<file path="src/rtl/vga_pkg.sv">
// vga_pkg: shared display constants and colour types for the sprite engine.
//   H_ACTIVE / V_ACTIVE : visible raster size
//   rgb_t               : 12-bit {r,g,b} colour, 4 bits per channel
//   R_OFS/G_OFS/B_OFS   : bit offsets of each channel inside rgb_t
package vga_pkg;
  localparam int H_ACTIVE = 640;
  localparam int V_ACTIVE = 480;

  typedef logic [11:0] rgb_t;

  localparam int R_OFS = 8;
  localparam int G_OFS = 4;
  localparam int B_OFS = 0;
endpackage

</file>
<file path="src/rtl/sprite_pos.sv">
// sprite_pos: position state, per-frame movement and pixel hit test for one sprite.
//   i_clk, i_rst      : clock, synchronous active-high reset
//   i_frame_tick      : one-cycle strobe at the start of vertical blank
//   i_en              : sprite enable (disabled = frozen and invisible)
//   i_up/down/left/right : direction requests sampled on i_frame_tick
//   i_hcnt, i_vcnt    : current pixel coordinate
//   o_hit             : current pixel lies inside this sprite
module sprite_pos
  import vga_pkg::*;
#(
  parameter int SPR_W  = 32,
  parameter int SPR_H  = 32,
  parameter int STEP   = 4,
  parameter int WRAP   = 1,
  parameter int INIT_X = 0
) (
  input  logic        i_clk,
  input  logic        i_rst,
  input  logic        i_frame_tick,
  input  logic        i_en,
  input  logic        i_up,
  input  logic        i_down,
  input  logic        i_left,
  input  logic        i_right,
  input  logic [10:0] i_hcnt,
  input  logic [10:0] i_vcnt,
  output logic        o_hit
);
  localparam logic [10:0] INIT_Y = 11'((V_ACTIVE - SPR_H) / 2);

  logic [10:0] r_x, r_y;
  logic [10:0] w_nx, w_ny;
  logic [11:0] w_xe, w_ye;

  // One axis step. STEP < lim, so a single add/subtract of lim is enough to
  // bring a wrapped coordinate back into range. Opposing requests cancel.
  function automatic logic [10:0] step_axis(input logic [10:0] p, input logic dec,
                                            input logic inc, input int lim, input int sz);
    int n;
    n = {21'd0, p};
    if (dec && !inc)      n = n - STEP;
    else if (inc && !dec) n = n + STEP;
    if (WRAP != 0) begin
      if (n < 0)         n = n + lim;
      else if (n >= lim) n = n - lim;
    end else begin
      if (n < 0)             n = 0;
      else if (n > lim - sz) n = lim - sz;
    end
    return n[10:0];
  endfunction

  assign w_nx = step_axis(r_x, i_left, i_right, H_ACTIVE, SPR_W);
  assign w_ny = step_axis(r_y, i_up,   i_down,  V_ACTIVE, SPR_H);

  // Far edges computed one bit wider so a sprite hanging off the right or
  // bottom edge is clipped rather than wrapped onto the opposite side.
  assign w_xe = {1'b0, r_x} + 12'(SPR_W - 1);
  assign w_ye = {1'b0, r_y} + 12'(SPR_H - 1);

  assign o_hit = i_en && (i_hcnt >= r_x) && ({1'b0, i_hcnt} <= w_xe)
                      && (i_vcnt >= r_y) && ({1'b0, i_vcnt} <= w_ye);

  always_ff @(posedge i_clk) begin
    if (i_rst) begin
      r_x <= 11'(INIT_X);
      r_y <= INIT_Y;
    end else if (i_frame_tick && i_en) begin
      r_x <= w_nx;
      r_y <= w_ny;
    end
  end
endmodule

</file>
<file path="src/rtl/vga_sprite_engine.sv">
// vga_sprite_engine: overlays N_SPR movable rectangular sprites on a background.
//   in_clk, rst            : clock, synchronous active-high reset
//   pix_ce                 : pixel-clock enable
//   hcnt, vcnt, blank      : raster position / blanking from the timing generator
//   hs_in, vs_in           : raw syncs, delayed by one pixel to match colour
//   up/down/left/right     : per-sprite movement requests (bit i = sprite i)
//   spr_en, spr_rgb, bg_rgb: sprite enables, sprite colours, background colour
//   vga_r/g/b, hs, vs      : registered video out
//   collision              : per-sprite overlap flags from the previous frame
module vga_sprite_engine
  import vga_pkg::*;
#(
  parameter int N_SPR = 2,
  parameter int SPR_W = 32,
  parameter int SPR_H = 32,
  parameter int STEP  = 4,
  parameter int WRAP  = 1
) (
  input  logic                 in_clk,
  input  logic                 rst,
  input  logic                 pix_ce,
  input  logic [10:0]          hcnt,
  input  logic [10:0]          vcnt,
  input  logic                 blank,
  input  logic                 hs_in,
  input  logic                 vs_in,
  input  logic [N_SPR-1:0]     up,
  input  logic [N_SPR-1:0]     down,
  input  logic [N_SPR-1:0]     left,
  input  logic [N_SPR-1:0]     right,
  input  logic [N_SPR-1:0]     spr_en,
  input  logic [12*N_SPR-1:0]  spr_rgb,
  input  logic [11:0]          bg_rgb,
  output logic [3:0]           vga_r,
  output logic [3:0]           vga_g,
  output logic [3:0]           vga_b,
  output logic                 hs,
  output logic                 vs,
  output logic [N_SPR-1:0]     collision
);
  // Initial sprite placement needs room for every sprite side by side.
  if (N_SPR < 1 || N_SPR > 8 || N_SPR * 2 * SPR_W > H_ACTIVE) begin : g_bad_cfg
    $error("vga_sprite_engine: unsupported N_SPR/SPR_W combination");
  end

  logic               w_tick;
  logic [N_SPR-1:0]   w_hit;
  logic [N_SPR-1:0]   w_acc_set;
  logic               w_multi;
  rgb_t               w_pix;
  logic [N_SPR-1:0]   r_acc;

  // First pixel of the first blank line: positions move while nothing is drawn.
  assign w_tick = pix_ce && (hcnt == 11'd0) && (vcnt == 11'(V_ACTIVE));

  for (genvar i = 0; i < N_SPR; i++) begin : g_spr
    sprite_pos #(
      .SPR_W  (SPR_W),
      .SPR_H  (SPR_H),
      .STEP   (STEP),
      .WRAP   (WRAP),
      .INIT_X (i * 2 * SPR_W)
    ) u_pos (
      .i_clk        (in_clk),
      .i_rst        (rst),
      .i_frame_tick (w_tick),
      .i_en         (spr_en[i]),
      .i_up         (up[i]),
      .i_down       (down[i]),
      .i_left       (left[i]),
      .i_right      (right[i]),
      .i_hcnt       (hcnt),
      .i_vcnt       (vcnt),
      .o_hit        (w_hit[i])
    );
  end

  // Scan from the top index down so the lowest-index hit is written last and wins.
  always_comb begin
    w_pix = bg_rgb;
    for (int i = N_SPR - 1; i >= 0; i--)
      if (w_hit[i]) w_pix = spr_rgb[12*i +: 12];
  end

  // Clearing the lowest set bit leaves something only when two or more sprites hit.
  assign w_multi   = |(w_hit & (w_hit - N_SPR'(1)));
  assign w_acc_set = (pix_ce && !blank && w_multi) ? w_hit : '0;

  always_ff @(posedge in_clk) begin
    if (rst) begin
      vga_r     <= '0;
      vga_g     <= '0;
      vga_b     <= '0;
      hs        <= 1'b1;
      vs        <= 1'b1;
      collision <= '0;
      r_acc     <= '0;
    end else begin
      if (pix_ce) begin
        if (blank) begin
          vga_r <= '0;
          vga_g <= '0;
          vga_b <= '0;
        end else begin
          vga_r <= w_pix[R_OFS +: 4];
          vga_g <= w_pix[G_OFS +: 4];
          vga_b <= w_pix[B_OFS +: 4];
        end
        hs <= hs_in;
        vs <= vs_in;
      end
      // A hit coinciding with the tick belongs to the frame just starting.
      if (w_tick) begin
        collision <= r_acc;
        r_acc     <= w_acc_set;
      end else begin
        r_acc <= r_acc | w_acc_set;
      end
    end
  end
endmodule

</file>
<file path="config.mk">
export PLATFORM = sky130hd
export DESIGN_NAME = vga_sprite_engine
export DESIGN_NICKNAME = d
export VERILOG_FILES = /design/src/rtl/vga_pkg.sv /design/src/rtl/sprite_pos.sv /design/src/rtl/vga_sprite_engine.sv
export SDC_FILE = /design/constraint.sdc
export NUM_CORES = 1
export LEC_CHECK = 0
export BUFFER_PORTS_ARGS = -buffer_cell sky130_fd_sc_hd__clkbuf_2
export CAP_MARGIN = 40
export CORE_MARGIN = 2
export CORE_UTILIZATION = 60
export CTS_BUF_LIST = sky130_fd_sc_hd__clkbuf_4
export DETAILED_ROUTE_END_ITERATION = 16
export MAX_ROUTING_LAYER = met4
export PLACE_DENSITY = 0.81
export SYNTH_ARGS = -nofsm -noshare
export SYNTH_HDL_FRONTEND = slang
export SYNTH_SLANG_ARGS = --single-unit
</file>
<file path="constraint.sdc">
create_clock -name in_clk -period 8.4 [get_ports in_clk]
set_clock_uncertainty 0.2 [all_clocks]
set_input_delay 2.52 -clock in_clk [delete_from_list [all_inputs] [get_ports in_clk]]
set_output_delay 2.52 -clock in_clk [all_outputs]
set_load 0.01 [all_outputs]
</file>
* Word-level counts from Yosys, hierarchy flattened
Index checks and enable logic that the tools add are counted.
** Storage, ports and cells
- Register bits after elaboration :: 62
- Input bits :: 74
** Cells by class
- $add $sub $neg :: 21
- Magnitude comparators :: 16
- Equality and inequality tests :: 1
- Multiplexer cells :: 23
- Bitwise logic cells :: 2
- Reduce and logical (&&, ||, !) cells :: 33
** Operator list (number)
- $mux 32 :: 8
- $lt 32x1->1 const B :: 4
- $mux 11 :: 8
- $ge 32x10->1 const B :: 2
- $ge 32x11->1 const B :: 2
- $add 11x3->12 const B :: 4
- $add 11x5->12 const B :: 4
- $le 11x12->1 :: 4
- $sub 11x3->12 const B :: 4
- $ge 11x11->1 :: 4
- $mux 12 :: 2
- $add 11x10->11 const B :: 2
- $add 11x11->11 const B :: 2
- $logic_and 1x1->1 :: 22
- $sub 11x10->11 const B :: 2
- $sub 11x11->11 const B :: 2
- $mux 4 :: 3
- $eq 11x9->1 const B :: 1
- $logic_not 11->1 :: 1
- $logic_not 1->1 :: 9
- $mux 2 :: 2
- $and 2x2->2 :: 1
- $or 2x2->2 :: 1
- $reduce_or 2->1 :: 1
- $sub 2x1->2 const B :: 1

* Logic depth before layout (Yosys ltp)
- Depth in word-level cells :: 12
- Depth in mapped cells :: 15
- Gate-level depth less buffers :: 14

* Cells and area by module
From an unflattened synthesis, not the netlist that was laid out.
** Second synthesis, totals
- Cells, all modules :: 839
- Area total of the unflattened synthesis :: 6646.4 um^2
** By module, submodules not included
- sprite_pos (g_spr[0].u_pos) :: times used 1, cells an instance 375, area each 2984.1 um^2
- sprite_pos (g_spr[1].u_pos) :: times used 1, cells an instance 342, area each 2652.5 um^2
- vga_sprite_engine :: times used 1, cells an instance 122, area each 1009.7 um^2

* Least setup slack after synthesis
No wires, ideal clock.
- Path kind :: input-to-reg
- From :: input port down[1]
- To :: register g_spr[1].u_pos.r_y[8]
- Library setup time :: 130 ps
- Arrival time :: 4518 ps
- Path slack :: 3552 ps
- Cell stages on the path :: 9
- Cells stage by stage :: buf_6 -> or3b_4 -> or4_4 -> a21oi_2 -> o21ai_2 -> a311o_4 -> nand4b_1 -> xor2_1 -> a211oi_2
** On the way
- Longest elaborated chain between the ends :: 6
- Elaborated cells on any way between the ends :: 11
- Those cells by class :: 2 x add/sub; 2 x order compare; 4 x mux; 3 x reduce/logical
** RTL lines
- from (decl) :: RTL line vga_sprite_engine.sv:28 : input logic [N_SPR-1:0] down,
- $logic_and 1x1->1 / $logic_not 1->1 (equally long branches) :: RTL line sprite_pos.sv:42, sprite_pos.sv:41
- $mux 32 / $logic_and 1x1->1 (equally long branches) :: RTL line sprite_pos.sv:42, sprite_pos.sv:41
- $mux 32 * :: RTL line sprite_pos.sv:41 : if (dec && !inc) n = n - STEP;
- $ge 32x10->1 / $sub 11x10->11 (equally long branches) :: RTL line sprite_pos.sv:45 : else if (n >= lim) n = n - lim;
- $mux 11 :: RTL line sprite_pos.sv:45
- $mux 11 * :: RTL line sprite_pos.sv:44 : if (n < 0) n = n + lim;
- to (signal assigned) :: RTL line sprite_pos.sv:70 : r_y <= w_ny;
- to (decl) :: RTL line sprite_pos.sv:31 : logic [10:0] r_x, r_y;
Every way passes the cells marked *; elsewhere a longest branch is shown, timed or not.
A chain may end at the register's enable or synchronous reset.

* Final worst setup path
- From :: input port hcnt[3]
- To :: register r_acc[1]
** On the way
- Longest elaborated chain between the ends :: 12
- Elaborated cells on any way between the ends :: 22
- Those cells by class :: 1 x add/sub; 4 x order compare; 2 x mux; 2 x bitwise; 13 x reduce/logical
** RTL lines
- from (decl) :: RTL line vga_sprite_engine.sv:22 : input logic [10:0] hcnt,
- $ge 11x11->1 :: RTL line sprite_pos.sv:61 : assign o_hit = i_en && (i_hcnt >= r_x) && ({1'b0, i_hcnt} <= w_xe)
- $logic_and 1x1->1 (2 in series) :: RTL line sprite_pos.sv:61
- $logic_and 1x1->1 (2 in series) :: RTL line sprite_pos.sv:62 : && (i_vcnt >= r_y) && ({1'b0, i_vcnt} <= w_ye);
- $sub 2x1->2 :: RTL line vga_sprite_engine.sv:86 : assign w_multi = |(w_hit & (w_hit - N_SPR'(1)));
- $and 2x2->2 :: RTL line vga_sprite_engine.sv:86
- $reduce_or 2->1 :: RTL line vga_sprite_engine.sv:86
- $logic_and 1x1->1 :: RTL line vga_sprite_engine.sv:87 : assign w_acc_set = (pix_ce && !blank && w_multi) ? w_hit : '0;
- $mux 2 :: RTL line vga_sprite_engine.sv:87
- $or 2x2->2 :: RTL line vga_sprite_engine.sv:117 : r_acc <= r_acc | w_acc_set;
- $mux 2 * :: RTL line vga_sprite_engine.sv:113 : if (w_tick) begin
- to (signal assigned) :: RTL line vga_sprite_engine.sv:115 : r_acc <= w_acc_set;
- to (signal assigned) :: RTL line vga_sprite_engine.sv:117
- to (decl) :: RTL line vga_sprite_engine.sv:51 : logic [N_SPR-1:0] r_acc;
Marks and branches as above.

==> results.sh <==
export IMPL_fp_dieW_um=106
export IMPL_whs_ns=0.280
export IMPL_grt_overflow=0
export IMPL_synth_area_leaders="ha_1 (18%), dfxtp_1 (17%), xnor2_1 (7.7%)"
export IMPL_wl_per_cell_um=16.7
export IMPL_grt_max_degree=48
export IMPL_drtPass1Iterations=5
export IMPL_synth_top_family_by_area="simple AND/OR/NAND/NOR gates"
export IMPL_end_kind="flop"
export IMPL_leakage_nw=2.84
export IMPL_status="finished clean"
export IMPL_drt_first_iter_violations=372
export IMPL_wl_um=17000
export IMPL_stdcell_count=1017
export IMPL_required_ns=8.54
export IMPL_routed_via_density=6.23
export IMPL_final_layout_size_suffix_gt1_share_pct=14.5
export IMPL_nets=1043
export IMPL_dpl_cell_count=1009
export IMPL_crit_fanout=13
export IMPL_yosys_area_share_adder_pct=17.6
export IMPL_cts_tree="built"
export IMPL_ant_nets=0
export IMPL_synth_area_leader_cell="ha_1"
export IMPL_cap_violations=0
export IMPL_numCtsBuffers=5
export IMPL_syn_to_final_growth_pct=8.06
export IMPL_synth_seq_cells=54
export IMPL_synth_cell_types=78
export IMPL_synth_simple_area_share_pct=24.3
export IMPL_die_h_um=106
export IMPL_htree_levels=2
export IMPL_ctsResizeCount=0
export IMPL_place_gp_congestion=0.943
export IMPL_remaining_drc_errors=0
export IMPL_grt_pass1_vias=6125
export IMPL_ys_seq_area_share_pct=17.3
export IMPL_dpl_hpwl_um=13400
export IMPL_cts_root_buffer="clkbuf_4"
export IMPL_clkSinkCount=54
export IMPL_period_share_pct=64.6
export IMPL_path_clk_slew_ns=0.16
export IMPL_synth_edf_count=0
export IMPL_async_flop_share_pct=0
export IMPL_syn_nets=981
export IMPL_postSynthAreaPerCell_um2=7.62
export IMPL_antenna_cells=0
export IMPL_hp_class="flop to flop"
export IMPL_yosysWarnings=0
export IMPL_core_um2=10200
export IMPL_ir_worst_vdd_mv=0.0566
export IMPL_synth_area_mux_share_pct=2.23
export IMPL_grt_usage_pct=31.1
export IMPL_hold_viol_final=0
export IMPL_rsz0062_at_grt="false"
export IMPL_post_cts_setup_buffers=0
export IMPL_setup_viol=0
export IMPL_cpPeakStageDelay_ns=0.82
export IMPL_fmax_mhz=184
export IMPL_cp_start_kind="input port"
export IMPL_clk_latency_ns=0.40
export IMPL_path_buf_inv=1
export IMPL_drv_slew=0
export IMPL_critPathTopFamily="compound AO/OA/AOI/OAI gates"
export IMPL_relSlewSlack_pct=34.2
export IMPL_crit_path_cell_trace="clkbuf_2 > ha_1 > a21o_1 > a21o_1 > a21oi_1 > o211ai_1 > a32oi_1 > and3_1 > or3b_1 > a21oi_1"
export IMPL_hold_buffers=0
export IMPL_clk_path_buf_depth=2
export IMPL_die_area_um2=11200
export IMPL_synth_xor_area_share_pct=8.26
export IMPL_synth_compound_area_share_pct=23.5
export IMPL_grt_pass1_wl_um=28300
export IMPL_synth_ff_type="dfxtp_1"
export IMPL_power_density_nw_per_um2=74.3
export IMPL_ios=90
export IMPL_antenna_found_initial=0
export IMPL_fin_tns_setup_ns=0
export IMPL_arrival_ns=5.57
export IMPL_tightestPinTransition_ns=0.987
export IMPL_cpMaxStageDelayCell="a32oi_1"
export IMPL_numPortBuffers=89
export IMPL_synthCells=819
export IMPL_finalCriticalPeriod_ns=5.43
export IMPL_synth_area_um2=6240
export IMPL_worstSetupPathType="input port to flop"
export IMPL_synth_top_area_share_pct=17.6
export IMPL_fp_row_count=37
export IMPL_start_util_pct=61.0
export IMPL_vias=6336
-- registers in the layout (all words and copies together), names as in the netlist --
signal / count
vga_g: 4
g_spr.u_pos.r_y: 18
collision: 2
g_spr.u_pos.r_x: 18
r_acc: 2
vga_b: 4
vs: 1
hs: 1
vga_r: 4
-- cells by family (layout without fill, tap and decap cells) --
logic type | count (synthesis) | count (layout)
XOR/XNOR | 58 | 58
adder cells (fa/ha/maj) | 88 | 88
multiplexers | 13 | 13
buffers and inverters | 99 | 161
AO/OA/AOI/OAI | 222 | 222
AND/OR/NAND/NOR | 285 | 285
flip-flops | 54 | 54
-- metal layers --
layer	vias to the layer above	routed length (um)	track usage (%)
li1	3095	-	-
met1	2993	7340	38.3
met2	205	8340	52.9
met3	43	811	3.43
met4	0	503	11.4
met5	-	0	-
-- report_power, final --
part / internal (mW) / total [mW] / switching (mW)
clock network: 0.0383 / 0.127 / 0.0891
logic: 0.0473 / 0.112 / 0.0648
registers: 0.260 / 0.262 / 0.00185
-- stage by stage --
stage          cell area, um^2  utilization [%]  worst slack (ns)  total power [mW]
2_1_floorplan             6240                -              3.55             0.330
3_3_place_gp              6670             65.2              2.68             0.371
3_5_place_dp              6690             65.3              2.59             0.376
4_1_cts                   6740             65.9              3.02             0.502
5_1_grt                   6740             65.9              2.90             0.527
6_report                  6740             65.9              2.97             0.501
-- worst paths after layout --
path                                                         start               endpoint  cells after the start  slack, ns
worst max register to register  g_spr[1].u_pos.r_y[2]$_SDFFE_PP0P_    r_acc[1]$_SDFF_PP0_                     14       4.15
worst max-delay path                                       hcnt[3]    r_acc[1]$_SDFF_PP0_                     10       2.97
worst min-delay path                         vga_r[0]$_SDFFE_PP0P_  vga_r[0]$_SDFFE_PP0P_                      2       0.28
worst min register to register               vga_r[0]$_SDFFE_PP0P_  vga_r[0]$_SDFFE_PP0P_                      2       0.28
-- cells in the final DEF, fill, tap and decap left out, types with 3 or more instances in the layout --
| cell type | netlist | routed |
|---|---|---|
| and3_1 | 6 | 6 |
| a21oi_1 | 39 | 39 |
| dfxtp_1 | 54 | 54 |
| o21ai_0 | 60 | 60 |
| o211ai_1 | 8 | 8 |
| and2_1 | 7 | 7 |
| nand2_1 | 72 | 72 |
| a2111oi_0 | 5 | 5 |
| nor3b_1 | 3 | 3 |
| nor4_1 | 8 | 8 |
| or2_2 | 4 | 4 |
| clkbuf_2 | 0 | 89 |
| o31ai_1 | 3 | 3 |
| nor3_1 | 19 | 19 |
| o32ai_1 | 3 | 3 |
| nand3b_1 | 5 | 5 |
| buf_4 | 2 | 3 |
| clkbuf_4 | 0 | 7 |
| mux2_2 | 6 | 6 |
| nand3_1 | 22 | 22 |
| nor2_1 | 54 | 54 |
| a211o_1 | 4 | 4 |
| a22oi_1 | 7 | 7 |
| o21a_1 | 9 | 9 |
| nand2b_1 | 9 | 9 |
| inv_1 | 61 | 61 |
| xnor2_1 | 55 | 55 |
| mux2i_1 | 6 | 6 |
| nand4_1 | 18 | 18 |
| ha_1 | 88 | 88 |
| nand4b_1 | 5 | 5 |
| or3_1 | 13 | 13 |
| nor2b_1 | 14 | 14 |
| a211oi_1 | 17 | 17 |
| a21o_1 | 16 | 16 |
| and4_1 | 7 | 7 |
| a31oi_1 | 21 | 21 |
-- synthesized netlist by cell type, types with 7 or more instances --
master and n:
a211oi_1 17, a21o_1 16, a21oi_1 39, a22oi_1 7, a31oi_1 21, and2_1 7
and4_1 7, buf_2 12, clkbuf_1 20, dfxtp_1 54, ha_1 88, inv_1 61
nand2_1 72, nand2b_1 9, nand3_1 22, nand4_1 18, nor2_1 54, nor2b_1 14
nor3_1 19, nor4_1 8, o211ai_1 8, o21a_1 9, o21ai_0 60, or3_1 13
xnor2_1 55
-- worst register-to-register path, cell delays in order, from the launching register on --
cell	delay, ns
dfxtp_1	0.49
inv_1	0.12
ha_1	0.26
nand2b_1	0.19
nand4_1	0.15
xnor2_1	0.17
ha_1	0.30
nand4_1	0.13
nor2_1	0.13
nand4_1	0.10
o211a_1	0.12
a32oi_1	0.72
and3_1	0.55
or3b_1	0.41
a21oi_1	0.15
-- final cells by class --
| class | count | area (um^2) |
|---|---|---|
| Clock buffer | 7 | 52.6 |
| Fill cell | 926 | 3490 |
| Inverter | 61 | 229 |
| Multi-Input combinational cell | 666 | 4740 |
| Sequential cell | 54 | 1080 |
| Tap cell | 136 | 170 |
| Timing Repair Buffer | 93 | 473 |
(Power assumes the default switching activity.)
